## config.mk

```make
export PLATFORM = sky130hd
export DESIGN_NAME = df_chain_ctrl
export DESIGN_NICKNAME = d
export VERILOG_FILES = /design/src/rtl/df_ctrl_pkg.sv /design/src/rtl/df_chain_ctrl_chan.sv /design/src/rtl/df_chain_ctrl.sv
export SDC_FILE = /design/constraint.sdc
export NUM_CORES = 1
export LEC_CHECK = 0
export CORE_UTILIZATION = 43
export CTS_CLUSTER_DIAMETER = 150
export DETAILED_ROUTE_END_ITERATION = 12
export GPL_ROUTABILITY_DRIVEN = 0
export PLACE_DENSITY = 0.95
export SLEW_MARGIN = 20
export SYNTH_ARGS = -nofsm -noshare
export SYNTH_HDL_FRONTEND = slang
export SYNTH_HIERARCHICAL = 1
export SYNTH_SLANG_ARGS = --single-unit
```

## constraint.sdc

```tcl
create_clock -name ap_clk -period 6.44 [get_ports ap_clk]
set_clock_uncertainty 0.15 [all_clocks]
set_input_delay 1.288 -clock ap_clk [delete_from_list [all_inputs] [get_ports ap_clk]]
set_output_delay 1.288 -clock ap_clk [all_outputs]
set_load 0.02 [all_outputs]
```

## src/rtl/df_ctrl_pkg.sv

```systemverilog
// df_ctrl_pkg: shared process-state type, counter width default and token-width helper for df_chain_ctrl
package df_ctrl_pkg;
    typedef enum logic [1:0] {P_WAIT = 2'd0, P_BUSY = 2'd1, P_HOLD = 2'd2} proc_state_t;
    localparam int DF_CNT_W = 32;
    function automatic int tok_w(input int depth);
        return $clog2(depth + 1);
    endfunction
endpackage

```

## src/rtl/df_chain_ctrl_chan.sv

```systemverilog
// df_chan_token: occupancy counter for one inter-process channel
// Ports: i_clk/i_rst clock and sync reset; i_inc producer token, i_dec consumer token;
//        o_full/o_empty occupancy flags; o_err over/underflow attempt (count is left unchanged).
module df_chan_token
    import df_ctrl_pkg::*;
#(
    parameter int DEPTH = 2
) (
    input  logic i_clk,
    input  logic i_rst,
    input  logic i_inc,
    input  logic i_dec,
    output logic o_full,
    output logic o_empty,
    output logic o_err
);
    localparam int TW = tok_w(DEPTH);
    logic [TW-1:0] r_occ;
    logic w_up, w_dn;
    assign o_full  = r_occ == TW'(DEPTH);
    assign o_empty = r_occ == '0;
    assign w_up    = i_inc & ~i_dec;
    assign w_dn    = i_dec & ~i_inc;
    assign o_err   = (w_up & o_full) | (w_dn & o_empty);
    always_ff @(posedge i_clk) begin
        if (i_rst) r_occ <= '0;
        else if (w_up & ~o_full) r_occ <= r_occ + TW'(1);
        else if (w_dn & ~o_empty) r_occ <= r_occ - TW'(1);
    end
endmodule

```

## src/rtl/df_chain_ctrl.sv

```systemverilog
// df_chain_ctrl: dataflow chain controller generating per-process ap_start/ap_continue from channel tokens
// Ports: ap_clk/ap_rst clock and sync reset; ap_start/ap_continue/ap_ready/ap_done/ap_idle block handshake;
//        proc_start/proc_continue out and proc_ready/proc_done/proc_idle in per process;
//        iter_cnt completed iterations; proto_err sticky violation flag; stall_cnt per-process hold cycles.
// Macro DF_STALL_CNT_EN builds the saturating stall counters; otherwise stall_cnt is tied to 0.
module df_chain_ctrl
    import df_ctrl_pkg::*;
#(
    parameter int NPROC      = 5,
    parameter int CHAN_DEPTH = 2,
    parameter int CNT_W      = DF_CNT_W
) (
    input  logic                   ap_clk,
    input  logic                   ap_rst,
    input  logic                   ap_start,
    input  logic                   ap_continue,
    output logic                   ap_ready,
    output logic                   ap_done,
    output logic                   ap_idle,
    output logic [NPROC-1:0]       proc_start,
    output logic [NPROC-1:0]       proc_continue,
    input  logic [NPROC-1:0]       proc_ready,
    input  logic [NPROC-1:0]       proc_done,
    input  logic [NPROC-1:0]       proc_idle,
    output logic [CNT_W-1:0]       iter_cnt,
    output logic                   proto_err,
    output logic [NPROC*CNT_W-1:0] stall_cnt
);
    logic [NPROC-2:0] w_full, w_empty, w_inc, w_dec, w_cerr;
    proc_state_t r_st [NPROC];
    proc_state_t w_nxt [NPROC];
    logic w_perr, w_all_wait, r_err;
    logic [CNT_W-1:0] r_iter;
    // Starts and continues depend only on registered occupancy, so a token is never bypassed within a cycle.
    assign proc_start    = ap_rst ? '0 : {~w_empty, ap_start};
    assign proc_continue = ap_rst ? '0 : {ap_continue, ~w_full};
    assign ap_ready      = proc_start[0] & proc_ready[0];
    assign ap_done       = ~ap_rst & proc_done[NPROC-1];
    assign ap_idle       = ap_rst | ((&proc_idle) & (&w_empty) & w_all_wait);
    assign w_inc         = proc_done[NPROC-2:0] & proc_continue[NPROC-2:0];
    assign w_dec         = proc_start[NPROC-1:1] & proc_ready[NPROC-1:1];
    assign iter_cnt      = r_iter;
    assign proto_err     = r_err;
    genvar c;
    for (c = 0; c < NPROC - 1; c++) begin : g_chan
        df_chan_token #(.DEPTH(CHAN_DEPTH)) u_tok (
            .i_clk  (ap_clk),
            .i_rst  (ap_rst),
            .i_inc  (w_inc[c]),
            .i_dec  (w_dec[c]),
            .o_full (w_full[c]),
            .o_empty(w_empty[c]),
            .o_err  (w_cerr[c])
        );
    end
    always_comb begin
        w_perr     = |w_cerr;
        w_all_wait = 1'b1;
        for (int i = 0; i < NPROC; i++) begin
            w_nxt[i]   = r_st[i];
            w_all_wait = w_all_wait & (r_st[i] == P_WAIT);
            case (r_st[i])
                P_WAIT: begin
                    w_perr = w_perr | proc_done[i];
                    if (proc_start[i] & proc_ready[i]) w_nxt[i] = P_BUSY;
                end
                P_BUSY: if (proc_done[i]) w_nxt[i] = proc_continue[i] ? P_WAIT : P_HOLD;
                P_HOLD: begin
                    // a held done must stay asserted until it is accepted
                    w_perr = w_perr | ~proc_done[i];
                    if (proc_continue[i]) w_nxt[i] = P_WAIT;
                end
                default: w_nxt[i] = P_WAIT;
            endcase
        end
    end
    always_ff @(posedge ap_clk) begin
        if (ap_rst) begin
            r_st   <= '{default: P_WAIT};
            r_err  <= 1'b0;
            r_iter <= '0;
        end else begin
            r_st  <= w_nxt;
            r_err <= r_err | w_perr;
            if (ap_done & ap_continue) r_iter <= r_iter + CNT_W'(1);
        end
    end
`ifdef DF_STALL_CNT_EN
    logic [CNT_W-1:0] r_stall [NPROC];
    always_ff @(posedge ap_clk) begin
        for (int i = 0; i < NPROC; i++) begin
            if (ap_rst) r_stall[i] <= '0;
            else if ((r_st[i] == P_HOLD) && ~&r_stall[i]) r_stall[i] <= r_stall[i] + CNT_W'(1);
        end
    end
    genvar s;
    for (s = 0; s < NPROC; s++) begin : g_stall
        assign stall_cnt[s*CNT_W +: CNT_W] = r_stall[s];
    end
`else
    assign stall_cnt = '0;
`endif
endmodule
```

Yosys cells after proc, flatten, opt, wreduce, memory -nomap -nowiden
Index checks and enable logic that the tools add are counted.
{ "word_totals": {"reg_bits": 51, "out_inout_bits": 206, "word_cells": 189} }
{ "classes": {"add_sub_neg": 9, "n_bitwise": 79, "mux": 40, "reduce_logical": 21, "n_eq_ne": 29} }
{ "ops": {"columns": ["op", "n"], "rows": [
  ["2-to-1 mux 2 bit", 28],
  ["AND 1 bit", 37],
  ["adder 32 x 1 -> 32 bit, second input constant", 1],
  ["case mux 2 bit (3 select lines)", 5],
  ["inequality test 2 bit, second input constant", 11],
  ["inverter 1 bit", 22],
  ["== test 2 bit, second input constant", 9],
  ["zero test 2 bit", 9],
  ["bitwise OR 1 bit", 16],
  ["AND reduction 3 bit", 5],
  ["== test 2 x 1 -> 1 bit, second input constant", 5],
  ["2-to-1 mux 5 bit", 2],
  ["case mux 1 bit (2 select lines)", 5],
  ["adder 2 x 1 -> 2 bit, second input constant", 4],
  ["AND 4 bit", 2],
  ["inequality test 2 x 1 -> 1 bit, second input constant", 4],
  ["inverter 4 bit", 2],
  ["nonzero test 2 bit", 4],
  ["subtractor 2 x 1 -> 2 bit, second input constant", 4],
  ["AND reduction 5 bit", 1],
  ["AND reduction 4 bit", 1],
  ["OR reduction 4 bit", 1]
]} }

Longest topological paths before layout
{ "logic_depth": {"ltp_word": 20, "mapped_depth": 11, "mapped_depth_nobuf": 9} }

Hierarchy
Netlist, hierarchy kept.
{ "by_module_without_submodules": {"columns": ["module", "cells_each", "n_inst", "area_per_inst_um2", "seq_area_each_um2"], "rows": [
  ["df_chain_ctrl", 434, 1, 3474.6, 860.8],
  ["df_chan_token", 20, 4, 151.4, 40.0]
]} }

Worst setup path before layout
OpenSTA, ideal clock, no wires.
{ "synth_timing": {"path_kind": "in2out", "from": "in ap_rst", "to": "out ap_done", "n_path_buf": 3, "arrival_ns": 2.069, "slack_ns": 2.933, "path_stages": 4, "cell_sequence": "buf_6 buf_2 buf_1 nor2_1"} }
{ "synth_via": {"elab_chain_len": 2} }
{ "synth_rtl": {"columns": ["item", "line", "source"], "rows": [
  ["start, declared", "df_chain_ctrl.sv:14", "input logic ap_rst,"],
  ["inverter 1 bit", "df_chain_ctrl.sv:38", "assign ap_done = ~ap_rst & proc_done[NPROC-1];"],
  ["AND 1 bit", "df_chain_ctrl.sv:38", null],
  ["end, declared", "df_chain_ctrl.sv:18", "output logic ap_done,"]
]} }
No other way between the ends.

Worst setup path in the final report
{ "layout_timing": {"from": "in proc_idle[4]", "to": "out ap_idle"} }
{ "layout_via": {"elab_chain_len": 4} }
{ "layout_rtl": {"columns": ["item", "line", "source"], "rows": [
  ["start, declared", "df_chain_ctrl.sv:24", "input logic [NPROC-1:0] proc_idle,"],
  ["AND reduction 5 bit", "df_chain_ctrl.sv:39", "assign ap_idle = ap_rst | ((&proc_idle) & (&w_empty) & w_all_wait);"],
  ["AND 1 bit (2 in series)", "df_chain_ctrl.sv:39", null],
  ["bitwise OR 1 bit", "df_chain_ctrl.sv:39", null],
  ["end, declared", "df_chain_ctrl.sv:19", "output logic ap_idle,"]
]} }
No other way between the ends.

==> out/metrics.csv <==
stage,metric,value,unit
power,leakage,1.67,nW
worst_setup_path,cp_slowest_stage_delay,0.61,ns
clocking,cts-root-buf,clkbuf_8,
worst_setup_path,cp_common_cell,clkdlybuf4s50_1,
run_status,outcome,"finished, final reports clean",
job,maxCapViolCount,0,
timing,fin_ws,2.00,ns
power,power_density,160,nW/um^2
routing,vias_per_cell,4.75,
synthesis,synth.top_cell.area_share,0.294,
layout,fin_area,4270,um^2
worst_setup_path,cp.required,5.00,ns
worst_setup_path,crit_family,buffers and inverters,
worst_setup_path,startpoint_type,input port,
clocking,cts_resized,0,
layout,antenna_cells,0,
floorplanning,fp-row-count,35,
timing,final-hold-violation-count,0,
place,io_buffers,64,
clocking,cts_tree,yes,
worst_setup_path,crit_chain,clkdlybuf4s50_1 -> nand2_1 -> nor4_1 -> and3_1 -> a41o_1 -> clkdlybuf4s50_1,
worst_hold_path,hold_class,reg2reg,
routing,route.detailed.drc,0,
floorplanning,die_w,99.4,um
clocking,cts.sinks,51,
global_route,grt_overflow_total,0,
synthesis,avgSynthCellArea,7.94,um^2
synthesis,seq_area_frac_synth,0.250,
worst_setup_path,crit_fanout,1,
synthesis,synth_most_common_cell,buf_4,
routing,num_vias,3227,
routing,drt_iter0_markers,115,
worst_setup_path,cp_slowest_cell,clkdlybuf4s50_1,
timing,slew_violations,0,
clocking,cts_max_level,2,
worst_setup_path,worstPathArrival,3.00,ns
global_route,grt_pass1_vias,2547,
clocking,holdBufCountCts,0,
timing,timing.final.crit_share,0.689,
timing,rsz0062_at_grt,false,
clocking,clkLatencyLatePin,0.31,ns
clocking,cts_made_buffers,5,
floorplanning,initial_utilization,0.444,
place,dpl.hpwl,5760,um
synthesis,synth.top_cells.by_area,"buf_4 29%, dfxtp_1 25%, a21oi_1 4.0%, nand2_1 2.6%, nor2_1 2.5%",
clocking,post_cts_buffers,0,
global_route,gr-usage-all-layers,0.147,
synthesis,synth_edf_count,0,
timing,fmax,0.225,GHz
synthesis,yosys_register_bits,51,
clocking,clock_path_buffers,2,
synthesis,async_flop_share,0,
routing,wire_per_inst,11.1,um
layout,fin_nets,588,
timing,setup_viol,0,
worst_setup_path,path_buf_inv,2,
global_route,grt_pass1_wl,11900,um
timing,timing.setup.tns,0,ns
place,pre_cts_slack,2.02,ns
synthesis,synth_top_flop_cell,dfxtp_1,
power,ir_drop,0.0988,mV
timing,min_period,4.44,ns
timing,maxSlewHeadroom,0.310,
synthesis,yosys_warnings,6,
floorplanning,coreArea,9200,um^2
floorplanning,pin_count,225,
synthesis,yosysTopAreaCell,buf_4,
layout,syn2layout_area_growth,4.66,%
worst_setup_path,end_kind,primary output,
synthesis,synth_cell_types,43,
routing,postRouteAntennaNets,0,
routing,drt_wl_total,7570,um
place,dpl_cell_area,4170,um^2
global_route,grt_max_degree,45,
timing,worstMarginPinSlew,1.02,ns
layout,final_util,0.464,
floorplanning,die_y,99.4,um
synthesis,syn_area,4080,um^2
worst_setup_path,crit_type,in2out,
global_route,antenna_found_initial,0,
synthesis,netlist_instances,514,
layout,layout-drive-gt1-share,0.0404,
floorplanning,fp.dieArea,9880,um^2
routing,drt_pre_antenna_iters,5,
clocking,cts.clk_slew.worst_paths,0.10,ns
synthesis,synth_commonest_cells,"160 x buf_4, 51 x dfxtp_1, 33 x a21oi_1",
logic make-up after synthesis:
group                      count (synthesis)  share of synthesized area
and+or+nand+nor                          182                      0.255
DFF                                       51                      0.250
buffers and inverters                    184                      0.322
xor gates and xnor gates                  10                     0.0215
other                                      1                   0.000919
AOI/OAI and AO/OA                         69                      0.105
muxes                                     16                     0.0414
adders and majority gates                  1                    0.00307
power by group:
group	total [mW]	internal, mW	switching [mW]
Clock	0.199	0.0879	0.111
Sequential	0.328	0.320	0.00778
Combinational	0.158	0.0368	0.121
Total	0.685	0.445	0.240
placed cells by master, fill, tap and decap left out, types with 12 or more instances in the layout:
cell	count
or3_1	12
nor3_1	18
clkdlybuf4s50_1	63
a21oi_1	33
nor2_1	27
dfxtp_1	51
nor2b_1	16
nand4_1	12
nand2_1	28
conb_1	160
o21ai_0	12
metrics by stage:
step                std cells  power [mW]  hold WS [ns]
floorplan                 673       0.534         0.325
global placement          672       0.490         0.332
detailed placement        672       0.491         0.346
CTS                       680       0.692         0.362
global route              680       0.718         0.386
finish                    680       0.685         0.360
flip-flops by register name, summed over array words and instances (netlist names):
| signal | flops |
|---|---|
| proto_err | 1 |
| g_chan.u_tok/r_occ | 8 |
| iter_cnt | 32 |
| r_st | 10 |
routing by layer:
layer	vias up	global-route usage	wire, um
met5	-	0	0
met4	0	0.0407	63
met3	6	0.0253	426
met2	133	0.263	3840
met1	1513	0.182	3240
li1	1575	-	-
tightest hold or removal path: stages, from the launching register on:
cell,delay (ns)
dfxtp_1,0.34
o31ai_1,0.07
a21oi_1,0.06
worst paths after layout:
check                             startpoint            to  slack, ns  cells past startpoint
worst max-delay path            proc_idle[4]       ap_idle       2.00                      6
worst min register to register  iter_cnt[15]  iter_cnt[15]       0.36                      2
worst max register to register   iter_cnt[2]  iter_cnt[31]       4.05                      4
worst min-delay path            iter_cnt[15]  iter_cnt[15]       0.36                      2
final cells by class:
type,instances,area (um^2)
fill,934,4930
multi-input combinational,438,2340
clock buffer,6,82.6
clock inverter,2,16.3
timing repair buffer,65,643
sequential,51,1020
tap,111,139
inverter,7,26.3
(Power assumes the default switching activity.)
